### src/rtl/mem_port_arbiter.sv
// mem_port_arbiter: round-robin arbiter sharing one AXI4-Lite memory port among several core lanes
`ifndef AXI_ADDR_WIDTH
`define AXI_ADDR_WIDTH 32
`endif
`ifndef AXI_DATA_WIDTH
`define AXI_DATA_WIDTH 32
`endif
module mem_port_arbiter #(
  parameter int NUM_MASTERS = 2,
  parameter int ADDR_WIDTH = `AXI_ADDR_WIDTH,
  parameter int DATA_WIDTH = `AXI_DATA_WIDTH
) (
  input  logic                                  CLK,
  input  logic                                  RSTn,
  input  logic [NUM_MASTERS-1:0]                S_AXI_AWVALID,
  output logic [NUM_MASTERS-1:0]                S_AXI_AWREADY,
  input  logic [NUM_MASTERS*ADDR_WIDTH-1:0]     S_AXI_AWADDR,
  input  logic [NUM_MASTERS*3-1:0]              S_AXI_AWPROT,
  input  logic [NUM_MASTERS-1:0]                S_AXI_WVALID,
  output logic [NUM_MASTERS-1:0]                S_AXI_WREADY,
  input  logic [NUM_MASTERS*DATA_WIDTH-1:0]     S_AXI_WDATA,
  input  logic [NUM_MASTERS*DATA_WIDTH/8-1:0]   S_AXI_WSTRB,
  output logic [NUM_MASTERS-1:0]                S_AXI_BVALID,
  input  logic [NUM_MASTERS-1:0]                S_AXI_BREADY,
  output logic [NUM_MASTERS*2-1:0]              S_AXI_BRESP,
  input  logic [NUM_MASTERS-1:0]                S_AXI_ARVALID,
  output logic [NUM_MASTERS-1:0]                S_AXI_ARREADY,
  input  logic [NUM_MASTERS*ADDR_WIDTH-1:0]     S_AXI_ARADDR,
  input  logic [NUM_MASTERS*3-1:0]              S_AXI_ARPROT,
  output logic [NUM_MASTERS-1:0]                S_AXI_RVALID,
  input  logic [NUM_MASTERS-1:0]                S_AXI_RREADY,
  output logic [NUM_MASTERS*DATA_WIDTH-1:0]     S_AXI_RDATA,
  output logic [NUM_MASTERS*2-1:0]              S_AXI_RRESP,
  output logic                                  M_AXI_AWVALID,
  input  logic                                  M_AXI_AWREADY,
  output logic [ADDR_WIDTH-1:0]                 M_AXI_AWADDR,
  output logic [2:0]                            M_AXI_AWPROT,
  output logic                                  M_AXI_WVALID,
  input  logic                                  M_AXI_WREADY,
  output logic [DATA_WIDTH-1:0]                 M_AXI_WDATA,
  output logic [DATA_WIDTH/8-1:0]               M_AXI_WSTRB,
  input  logic                                  M_AXI_BVALID,
  output logic                                  M_AXI_BREADY,
  input  logic [1:0]                            M_AXI_BRESP,
  output logic                                  M_AXI_ARVALID,
  input  logic                                  M_AXI_ARREADY,
  output logic [ADDR_WIDTH-1:0]                 M_AXI_ARADDR,
  output logic [2:0]                            M_AXI_ARPROT,
  input  logic                                  M_AXI_RVALID,
  output logic                                  M_AXI_RREADY,
  input  logic [DATA_WIDTH-1:0]                 M_AXI_RDATA,
  input  logic [1:0]                            M_AXI_RRESP,
  output logic [NUM_MASTERS-1:0]                grant,
  output logic                                  busy
);
  localparam int N  = NUM_MASTERS;
  localparam int AW = ADDR_WIDTH;
  localparam int DW = DATA_WIDTH;
  localparam int SW = DATA_WIDTH / 8;
  localparam int IW = N > 1 ? $clog2(N) : 1;
  typedef enum logic [2:0] {IDLE, RD_ADDR, RD_DATA, WR_XFER, WR_RESP} state_t;
  state_t state, state_d;
  logic [IW-1:0] ptr, g, sel, g_next, cand;
  logic [IW:0] sum;
  logic [N-1:0] req, wr_req;
  logic aw_done, w_done, aw_hs, w_hs;
  int gi;
  assign wr_req = S_AXI_AWVALID & S_AXI_WVALID;
  assign req = S_AXI_ARVALID | wr_req;
  assign gi = int'(g);
  assign g_next = (g == IW'(N - 1)) ? '0 : g + 1'b1;
  assign aw_hs = M_AXI_AWVALID & M_AXI_AWREADY;
  assign w_hs = M_AXI_WVALID & M_AXI_WREADY;
  assign busy = state != IDLE;
  assign grant = busy ? N'(1) << g : '0;
  // first requesting lane at or above ptr, wrapping; lowest offset wins
  always_comb begin
    sel = ptr;
    sum = '0;
    cand = '0;
    for (int k = N - 1; k >= 0; k--) begin
      sum = {1'b0, ptr} + (IW+1)'(k);
      if (sum >= (IW+1)'(N)) sum = sum - (IW+1)'(N);
      cand = sum[IW-1:0];
      if (req[cand]) sel = cand;
    end
  end
  // next state and lane/memory routing; only the granted lane ever sees VALID/READY
  always_comb begin
    state_d = state;
    M_AXI_AWVALID = 1'b0;
    M_AXI_WVALID = 1'b0;
    M_AXI_BREADY = 1'b0;
    M_AXI_ARVALID = 1'b0;
    M_AXI_RREADY = 1'b0;
    M_AXI_AWADDR = S_AXI_AWADDR[gi*AW +: AW];
    M_AXI_AWPROT = S_AXI_AWPROT[gi*3 +: 3];
    M_AXI_WDATA = S_AXI_WDATA[gi*DW +: DW];
    M_AXI_WSTRB = S_AXI_WSTRB[gi*SW +: SW];
    M_AXI_ARADDR = S_AXI_ARADDR[gi*AW +: AW];
    M_AXI_ARPROT = S_AXI_ARPROT[gi*3 +: 3];
    S_AXI_AWREADY = '0;
    S_AXI_WREADY = '0;
    S_AXI_BVALID = '0;
    S_AXI_ARREADY = '0;
    S_AXI_RVALID = '0;
    S_AXI_BRESP = '0;
    S_AXI_RRESP = '0;
    S_AXI_RDATA = '0;
    S_AXI_BRESP[gi*2 +: 2] = M_AXI_BRESP;
    S_AXI_RRESP[gi*2 +: 2] = M_AXI_RRESP;
    S_AXI_RDATA[gi*DW +: DW] = M_AXI_RDATA;
    case (state)
      IDLE: if (|req) state_d = wr_req[sel] ? WR_XFER : RD_ADDR;
      RD_ADDR: begin
        M_AXI_ARVALID = S_AXI_ARVALID[g];
        S_AXI_ARREADY[g] = M_AXI_ARREADY;
        if (M_AXI_ARVALID & M_AXI_ARREADY) state_d = RD_DATA;
      end
      RD_DATA: begin
        M_AXI_RREADY = S_AXI_RREADY[g];
        S_AXI_RVALID[g] = M_AXI_RVALID;
        if (M_AXI_RVALID & M_AXI_RREADY) state_d = IDLE;
      end
      WR_XFER: begin
        M_AXI_AWVALID = S_AXI_AWVALID[g] & ~aw_done;
        M_AXI_WVALID = S_AXI_WVALID[g] & ~w_done;
        S_AXI_AWREADY[g] = M_AXI_AWREADY & ~aw_done;
        S_AXI_WREADY[g] = M_AXI_WREADY & ~w_done;
        if ((aw_done | (M_AXI_AWVALID & M_AXI_AWREADY)) & (w_done | (M_AXI_WVALID & M_AXI_WREADY))) state_d = WR_RESP;
      end
      WR_RESP: begin
        M_AXI_BREADY = S_AXI_BREADY[g];
        S_AXI_BVALID[g] = M_AXI_BVALID;
        if (M_AXI_BVALID & M_AXI_BREADY) state_d = IDLE;
      end
      default: state_d = IDLE;
    endcase
  end
  // state, grant index, write-channel completion flags and round-robin pointer
  always_ff @(posedge CLK or negedge RSTn) begin
    if (!RSTn) begin
      state <= IDLE;
      ptr <= '0;
      g <= '0;
      aw_done <= 1'b0;
      w_done <= 1'b0;
    end else begin
      state <= state_d;
      if (state == IDLE) begin
        g <= sel;
        aw_done <= 1'b0;
        w_done <= 1'b0;
      end
      if (state == WR_XFER) begin
        aw_done <= aw_done | aw_hs;
        w_done <= w_done | w_hs;
      end
      if (state != IDLE && state_d == IDLE) ptr <= g_next;
    end
  end
endmodule
### config.mk
export PLATFORM = sky130hd
export DESIGN_NAME = mem_port_arbiter
export DESIGN_NICKNAME = d
export VERILOG_FILES = /design/src/rtl/mem_port_arbiter.sv
export SDC_FILE = /design/constraint.sdc
export NUM_CORES = 1
export LEC_CHECK = 0
export ABC_AREA = 1
export CORE_AREA = 2 2 179 181
export CTS_CLUSTER_SIZE = 12
export DETAILED_ROUTE_END_ITERATION = 10
export DIE_AREA = 0 0 181 183
export PLACE_DENSITY = 0.42
export SLEW_MARGIN = 20
export SYNTH_ARGS = -nofsm -noshare
export SYNTH_HDL_FRONTEND = slang
export SYNTH_SLANG_ARGS = --single-unit
export TNS_END_PERCENT = 30
### constraint.sdc
create_clock -name CLK -period 1.68 [get_ports CLK]
set_input_delay 0.252 -clock CLK [delete_from_list [all_inputs] [get_ports CLK]]
set_output_delay 0.252 -clock CLK [all_outputs]
set_load 0.1 [all_outputs]
Word-level counts from Yosys, hierarchy flattened
Cells that the tools add are included.
{ "op_classes": {"mul": 1, "n_reduce_logical": 7, "n_shift": 12, "n_addsub": 6, "n_eq_ne": 4, "bitwise_logic": 28, "mux": 44, "magnitude_cmp": 7} }
{ "op_table": {"columns": ["cell", "n"], "rows": [
  ["64-bit by 7-bit indexed part select with 32-bit output", 3],
  ["2-bit by 33-bit indexed part select with 4-bit output", 2],
  ["64-bit bitwise AND", 1],
  ["32-bit by 33-bit variable shift with 64-bit output, first input constant", 1],
  ["32-bit by 33-bit indexed part select with 64-bit output", 1],
  ["2-bit negator with 33-bit output", 1],
  ["6-bit negator with 33-bit output", 1],
  ["2-bit by 33-bit variable shift with 4-bit output, first input constant", 1],
  ["6-bit by 32-bit indexed part select with 3-bit output", 1],
  ["1-bit 2-to-1 mux", 30],
  ["3-bit 2-to-1 mux", 5],
  ["3-bit one-hot mux with 5 select lines", 1],
  ["2-bit 2-to-1 mux", 7],
  ["1-bit bitwise AND", 12],
  ["2-bit bitwise AND", 6],
  ["4-bit bitwise AND", 2],
  ["1-bit by 2-bit less-than comparator with 1-bit output, second input constant", 4],
  ["8-bit by 4-bit indexed part select with 4-bit output", 1],
  ["3-bit by 2-bit == test with 1-bit output, second input constant", 2],
  ["3-bit logical NOT", 2],
  ["6-bit by 4-bit indexed part select with 3-bit output", 1],
  ["1-bit OR", 4],
  ["3-bit by 1-bit == test with 1-bit output, second input constant", 1],
  ["3-bit == test, second input constant", 1],
  ["other kinds (15)", 18]
]} }
{ "word_totals": {"word_cells": 114, "output_inout_bits": 196, "input_bits": 265, "regBits": 7} }

Longest topological paths before layout
Gate-level depths: netlist (run 1).
{ "depth": {"depth_word": 14, "mapped_depth": 12} }

Least setup slack after synthesis (run 1)
OpenSTA, ideal clock, no wires.
{ "synth_timing": {"kind": "reg2out", "from": "register g", "to": "output port S_AXI_ARREADY[0]", "stages_incl_launch_ff": 4, "arrival_time_ps": 2807, "path_slack_ps": -1379, "t_required_ps": 1428, "cell_sequence": "dfrtp_1 -> buf_6 -> clkbuf_1 -> nor3_1"} }
{ "synth_via": {"elab_chain_cells": 6, "word_cells_on_any_way": 7} }
{ "synth_lines": {"columns": ["element", "line", "text"], "rows": [
  ["start, declared", "63", "logic [IW-1:0] ptr, g, sel, g_next, cand;"],
  ["start signal, assigned", "151", "g <= sel;"],
  ["1-bit by 2-bit less-than comparator with 1-bit output (not written as such) or 1-bit >= comparator (tied branches)", "117", "S_AXI_ARREADY[g] = M_AXI_ARREADY;"],
  ["1-bit logical AND (not written as such)", "117", null],
  ["1-bit 2-to-1 mux (not written as such)", "117", null],
  ["1-bit demux with 1-bit select (*)", "117", null],
  ["2-bit bitwise AND (no line) (*)", null, null],
  ["2-bit 2-to-1 mux (*)", "113", "case (state)"],
  ["end, declared", "27", "output logic [NUM_MASTERS-1:0] S_AXI_ARREADY,"]
]} }
Mark *: on every way between the ends. The rest lies on a longest branch, timed or not.

Worst setup path after layout (run 1)
{ "layout_timing": {"from": "register g", "to": "output port M_AXI_AWADDR[16]"} }
{ "layout_via": {"elab_chain_cells": 1} }
{ "layout_lines": {"columns": ["element", "line", "text"], "rows": [
  ["64-bit by 7-bit indexed part select with 32-bit output", "96", "M_AXI_AWADDR = S_AXI_AWADDR[gi*AW +: AW];"],
  ["end, declared", "36", "output logic [ADDR_WIDTH-1:0] M_AXI_AWADDR,"]
]} }
Every way passes these cells.

==> implementation parameters, run 1 <==
Parameter                              Value

Layout
  Total number of nets in the final design    between 1,000 and 1,500
  Post-synthesis to final-layout area growth    378%
  Diodes inserted    0
  # fillers    approximately 3,100
  Most common library cell in the layout ignoring fill and taps    sky130_fd_sc_hd__clkdlybuf4s50_1
  Non-filler instance count after layout    about 1,500
  Fraction of final layout cells with drive strength greater than 1    0.500
  Leading cell types in the layout, fill and taps excluded    sky130_fd_sc_hd__clkdlybuf4s50_1 (264), sky130_fd_sc_hd__buf_12 (210), sky130_fd_sc_hd__nand2_1 (203)

Timing
  Final worst slack    -0.136 ns
  Fin. Hold Viols    0
  Worst-case headroom to the max-slew limit    0.782
  Slew at the pin with the worst max-slew slack    around 0.33 ns
  RSZ-0062 raised after global routing    yes
  Clock skew after layout    between 0.002 and 0.0025 ns
  Pins Over Slew Limit    0
  Highest clock rate    roughly 550 MHz
  Final number of setup-violating endpoints    ~190
  Final Critical Period    ~1.8 ns
  Share of the cycle needed by the critical path after routing    1.08

Yosys
  Total of flip-flops plus latches after synthesis    7
  Synth unique cells    17
  Sequential cell area fraction in the yosys report    0.0699
  Net Count, Synth    roughly 870
  Gate Count Post-Synth    604
  Combined area of all synthesized cells    roughly 0.0025 mm2
  Synthesis Warnings    0
  Syn Area/Cell    just over 4 um2

Placement
  Cells after DPL    about 1,500
  Final HPWL DP    around 19,000 um
  # port buffers    460
  Global placer's final weighted congestion    between 0.8 and 0.9

Status
  Failing checks    negative setup slack
  Status    finished with violations

Clocking
  CTS H-Tree Depth    1
  Cts bufs inserted    3
  Maximum count of clock buffers along a single path    2
  Clock root buffer master    sky130_fd_sc_hd__clkbuf_16
  Total clock sinks    7
  Clock transition at the register clock pins on the worst setup and hold paths after CTS    around 0.040 ns
  Clock latency of the later-clocked register in the worst-skew pair    roughly 0.23 ns
  Hold bufs inserted after CTS    0
  Clock tree from TritonCTS    built

Detailed routing
  Iteration count of the initial detailed-routing pass    4
  Total number of vias    5,487
  Final routed DRC violation total    0
  Drt total wl    ~25,000 um
  Number of nets with antenna violations after detailed routing    0
  DR vias/cell    roughly 3.7
  Post-detailed-route wirelength per cell    16.9 um
  DRT iter0 DRCs    144

Worst setup path
  Maximum fanout along the worst path    8
  Critical setup path kind    flop to primary output
  Type of destination of the critical path    primary output
  Startpoint type of the worst setup path    flop
  Required time at the endpoint of the critical path    between 1 and 1.5 ns
  Crit path DAT    between 1.5 and 2 ns

GRT
  Global-route wire length before repair    ~35,000 um
  Pin count of the biggest net entering global routing    23
  Aggregate global-route resource usage    0.141
  Initial antenna violation count    0
  Number of global-route vias before repair    5,818
  GRT Residual Overflow    0

Die
  Effective utilization at floorplan    0.0802
  Die height    between 150 and 200 um
  Area enclosed by the die boundary    0.0331 mm2
  Top Ports    roughly 460
  Die extent in x    between 150 and 200 um
  Cell row count    65
  Core footprint    0.0312 mm2

Hold path
  Worst min path class    primary input to asynchronous set/reset pin

Job
  Maxcap violations    0
[timing repair]
item	4_1_cts	5_1_grt
endpoints found under the setup margin	194	195
resized for setup	252	49
setup buffers	4	0
gates cloned	18	9
pin swaps	45	10
[worst max-delay path: stages, from the launching register on]
cell                        delay [ns]
sky130_fd_sc_hd__dfrtp_4          0.50
sky130_fd_sc_hd__buf_12           0.15
sky130_fd_sc_hd__buf_12           0.15
sky130_fd_sc_hd__clkbuf_16        0.19
sky130_fd_sc_hd__nand2_2          0.09
sky130_fd_sc_hd__nand2_4          0.07
sky130_fd_sc_hd__buf_12           0.17
[synthesized netlist by cell type (all sizes together)]
| library cell | n | area (um2) |
|---|---|---|
| a21boi | 1 | 7.51 |
| a21oi | 3 | 15.0 |
| a31oi | 1 | 6.26 |
| buf | 18 | 96.3 |
| clkbuf | 15 | 56.3 |
| dfrtp | 7 | 175 |
| inv | 93 | 349 |
| nand2 | 388 | 1470 |
| nand3 | 11 | 55.1 |
| nand4 | 1 | 6.26 |
| nor2 | 51 | 196 |
| nor3 | 11 | 55.1 |
| o21ai | 4 | 20.0 |
[path summary, 6_finish.rpt]
path	slack [ns]	end	startpoint	cells after the start
worst max-delay path	-0.14	M_AXI_AWADDR[16]	g	6
worst min-delay path	0.29	w_done	RSTn	1
worst max register to register	-0.02	ptr	g	12
worst min register to register	0.54	ptr	ptr	2
max in group asynchronous	1.12	g	RSTn	1
min in group CLK	0.54	ptr	ptr	2
[per-layer routing]
layer / vias to the layer above / part of all wire / global-route usage
met2: 298 / 0.54 / 0.276
met1: 2449 / 0.36 / 0.145
met5: - / 0 / 0
met3: 18 / 0.090 / 0.0508
met4: 0 / 0.013 / 0.0260
li1: 2722 / - / -
[state kept, by name (all words and copies together), names as in the netlist]
register	cells
g	1
ptr	1
aw_done	1
state	3
w_done	1
[final cells by class]
class / instances / area [um2] / area share
Timing Repair Buffer: 515 / 7710 / 0.644
Multi-Input combinational cell: 471 / 2980 / 0.249
Tap cell: 402 / 503 / 0.0420
Inverter: 93 / 488 / 0.0408
Sequential cell: 7 / 181 / 0.0152
Clock buffer: 4 / 78.8 / 0.00659
Timing Repair inverter: 2 / 20.0 / 0.00167
[cells by family (layout without fill, tap and decap cells)]
group | after synthesis | count (layout) | share of synthesized area
AO/OA/AOI/OAI | 9 | 9 | 0.0195
buffers and inverters | 126 | 614 | 0.200
flip-flops | 7 | 7 | 0.0699
AND/OR/NAND/NOR | 462 | 462 | 0.710
[per-stage QoR]
stage	TNS [ns]	hold slack [ns]	util	worst slack (ns)	area, um2
3_3_place_gp	-0.0834	0.534	0.329	-0.0660	10300
6_report	-14.16	0.287	0.383	-0.136	12000
3_5_place_dp	-0.124	0.528	0.329	-0.0731	10300
4_1_cts	-16.85	0.297	0.371	-0.145	11600
2_1_floorplan	-29.42	-0.0436	-	-0.291	3110
5_1_grt	-21.96	0.322	0.383	-0.175	12000
Power of run 1 is not shown: default switching activity piles up to over one toggle a cycle in this logic, so the estimate is an artifact.
==> run 2, diff against run 1 <==
--- a/config.mk
+++ b/config.mk
@@ -6,11 +6,13 @@
 export NUM_CORES = 1
 export LEC_CHECK = 0
 export ABC_AREA = 1
-export CORE_AREA = 2 2 179 181
+export CORE_AREA = 2 2 177 179
 export CTS_CLUSTER_SIZE = 12
 export DETAILED_ROUTE_END_ITERATION = 10
-export DIE_AREA = 0 0 181 183
-export PLACE_DENSITY = 0.42
+export DIE_AREA = 0 0 179 181
+export DONT_BUFFER_PORTS = 1
+export PLACE_DENSITY = 0.3
+export SETUP_SLACK_MARGIN = 0.05
 export SLEW_MARGIN = 20
 export SYNTH_ARGS = -nofsm -noshare
 export SYNTH_HDL_FRONTEND = slang
==> implementation parameters, run 2 (synthesis results as in run 1) <==
Parameter                              Value

Status
  Status    finished with violations
  Failing checks    negative setup slack

Timing
  Share of the cycle needed by the critical path after routing    1.09 (+0.0115)
  Summed negative setup slack over all endpoints    -14.54 ns (-0.383 ns)
  Pins Over Slew Limit    0 (unchanged)
  Worst-case headroom to the max-slew limit    0.737 (-0.0447)
  Final worst slack    -0.156 ns (-0.0192 ns)
  RSZ-0062 raised after global routing    yes
  Hold WS    0.247 ns (-0.0400 ns)
  Highest clock rate    545 MHz (-1.0%)
  Clock skew after layout    0.00341 ns (+0.000916 ns)
  Fin. Hold Viols    0 (unchanged)
  Final Critical Period    1.84 ns (+0.0192 ns)
  Final number of setup-violating endpoints    185 (-3.1%)
  Slew at the pin with the worst max-slew slack    0.393 ns (+0.0667 ns)

Worst setup path
  Critical setup path kind    flop to primary output
  Cell with the biggest individual delay on the critical path    sky130_fd_sc_hd__dfrtp_4
  Startpoint type of the worst setup path    flop
  Top delay family on crit path    buffers and inverters
  Required time at the endpoint of the critical path    1.43 ns (about the same)
  Crit path DAT    1.58 ns (+0.02 ns)
  Maximum fanout along the worst path    13 (+5)
  Count of buffering cells on the critical path with inverters included    3 (-1)
  Largest incremental delay on the critical path    0.55 ns (+0.05 ns)
  Sequence of cells on the critical path    buf_12, buf_6, nand2_1, nand2_1, buf_12
  Type of destination of the critical path    primary output

Layout
  Largest register by flop count    state
  # fillers    3,233 (+3.0%)
  Fraction of final layout cells with drive strength greater than 1    0.621 (+0.121)
  Post-synthesis to final-layout area growth    245%
  Non-filler instance count after layout    1,210 (-19%)
  Flip-flop count of the largest register after layout    3 (unchanged)
  Leading cell types in the layout, fill and taps excluded    sky130_fd_sc_hd__nand2_1 (228), sky130_fd_sc_hd__buf_12 (199), sky130_fd_sc_hd__nand2_2 (138)
  Total number of nets in the final design    1,079 (-21%)
  Most common library cell in the layout ignoring fill and taps    sky130_fd_sc_hd__nand2_1

GRT
  Global-route wire length before repair    26,600 um (-24%)
  Number of global-route vias before repair    4,561 (-22%)
  Initial antenna violation count    1 (+1)
  Pin count of the biggest net entering global routing    36 (+57%)
  GRT Residual Overflow    0 (unchanged)
  Aggregate global-route resource usage    0.107 (-0.0343)

Die
  Die extent in x    179 um (-1.1%)
  Top Ports    461 (unchanged)
  Area enclosed by the die boundary    0.0324 mm2 (-2.2%)
  Die height    181 um (-1.1%)
  Effective utilization at floorplan    0.0825 (+0.00233)
  Core footprint    0.0303 mm2 (-2.8%)
  Cell row count    64 (-1.5%)

Clocking
  Clock root buffer master    sky130_fd_sc_hd__clkbuf_16
  Maximum count of clock buffers along a single path    2 (unchanged)
  CTS H-Tree Depth    1 (unchanged)
  Clock latency of the later-clocked register in the worst-skew pair    0.23 ns (about the same)
  Cts bufs inserted    3 (unchanged)
  Total clock sinks    7 (unchanged)
  Clock transition at the register clock pins on the worst setup and hold paths after CTS    0.04 ns (about the same)
  Clock tree from TritonCTS    built

Placement
  Cells after DPL    1,187 (-19%)
  Post-Place Worst Slack    -0.135 ns (-0.0619 ns)
  Final HPWL DP    15,400 um (-17%)
  # port buffers    0 (-100%)
  Global placer's final weighted congestion    0.733 (-8.7%)

Detailed routing
  Number of nets with antenna violations after detailed routing    0 (unchanged)
  DRT iter0 DRCs    107 (-26%)
  Total number of vias    4,441 (-19%)
  Iteration count of the initial detailed-routing pass    4 (unchanged)
  Drt total wl    18,800 um (-26%)
  Post-detailed-route wirelength per cell    15.6 um (-8.1%)
  Final routed DRC violation total    0 (unchanged)
  DR vias/cell    3.67 (about the same)

Job
  Maxcap violations    0 (unchanged)

Hold path
  Worst min path class    primary input to flop
==> run 2: cell types whose count changed in the layout (fill, tap and decap cells not counted), sizes merged <==
cell	previous run	this run
clkdlybuf4s50	264	0
buf	243	235
clkbuf	12	5
clkinv	1	0
diode	0	1
dlygate4sd3	0	1
==> run 2: final timing paths <==
path / cells past startpoint / slack [ns] / to / from
max in group asynchronous: 1 / 0.98 / g / RSTn
max: 5 / -0.16 / M_AXI_AWADDR[21] / g
min reg2reg: 2 / 0.53 / ptr / ptr
max reg2reg: 12 / -0.07 / ptr / g
min: 2 / 0.25 / w_done / M_AXI_WREADY
min in group asynchronous: 1 / 0.39 / w_done / RSTn
==> run 2: cell type report <==
cell class,count,area (um2),area share
inverter,93,474,0.0549
antenna,1,2.50,0.000290
tap,396,495,0.0574
clock buffer,4,78.8,0.00913
multi-input combinational,471,2870,0.332
timing repair buffer,237,4530,0.524
timing repair inverter,1,6.26,0.000725
sequential,7,180,0.0209
==> run 2: layer usage <==
layer,vias to the layer above,track usage,wire (um)
met1,1971,0.107,6180
met4,0,0.0166,318
met5,-,0,0
met3,16,0.0351,2210
met2,298,0.213,10100
li1,2156,-,-
==> run 2: repair_timing <==
action,in CTS,in global routing
setup buffers,5,6
pin swaps,21,26
setup endpoints to repair,188,198
endpoints found under the hold margin,7,0
gates resized for setup,175,45
hold buffers,1,0
cloned,6,1
==> run 2: per-stage QoR <==
stage	utilization	instance area [um2]
after floorplan	-	3180
after global routing	0.284	8630
final	0.284	8630
after CTS	0.277	8420
after detailed placement	0.252	7640
after global placement	0.252	7640
Power of run 2 is left out for the same reason.
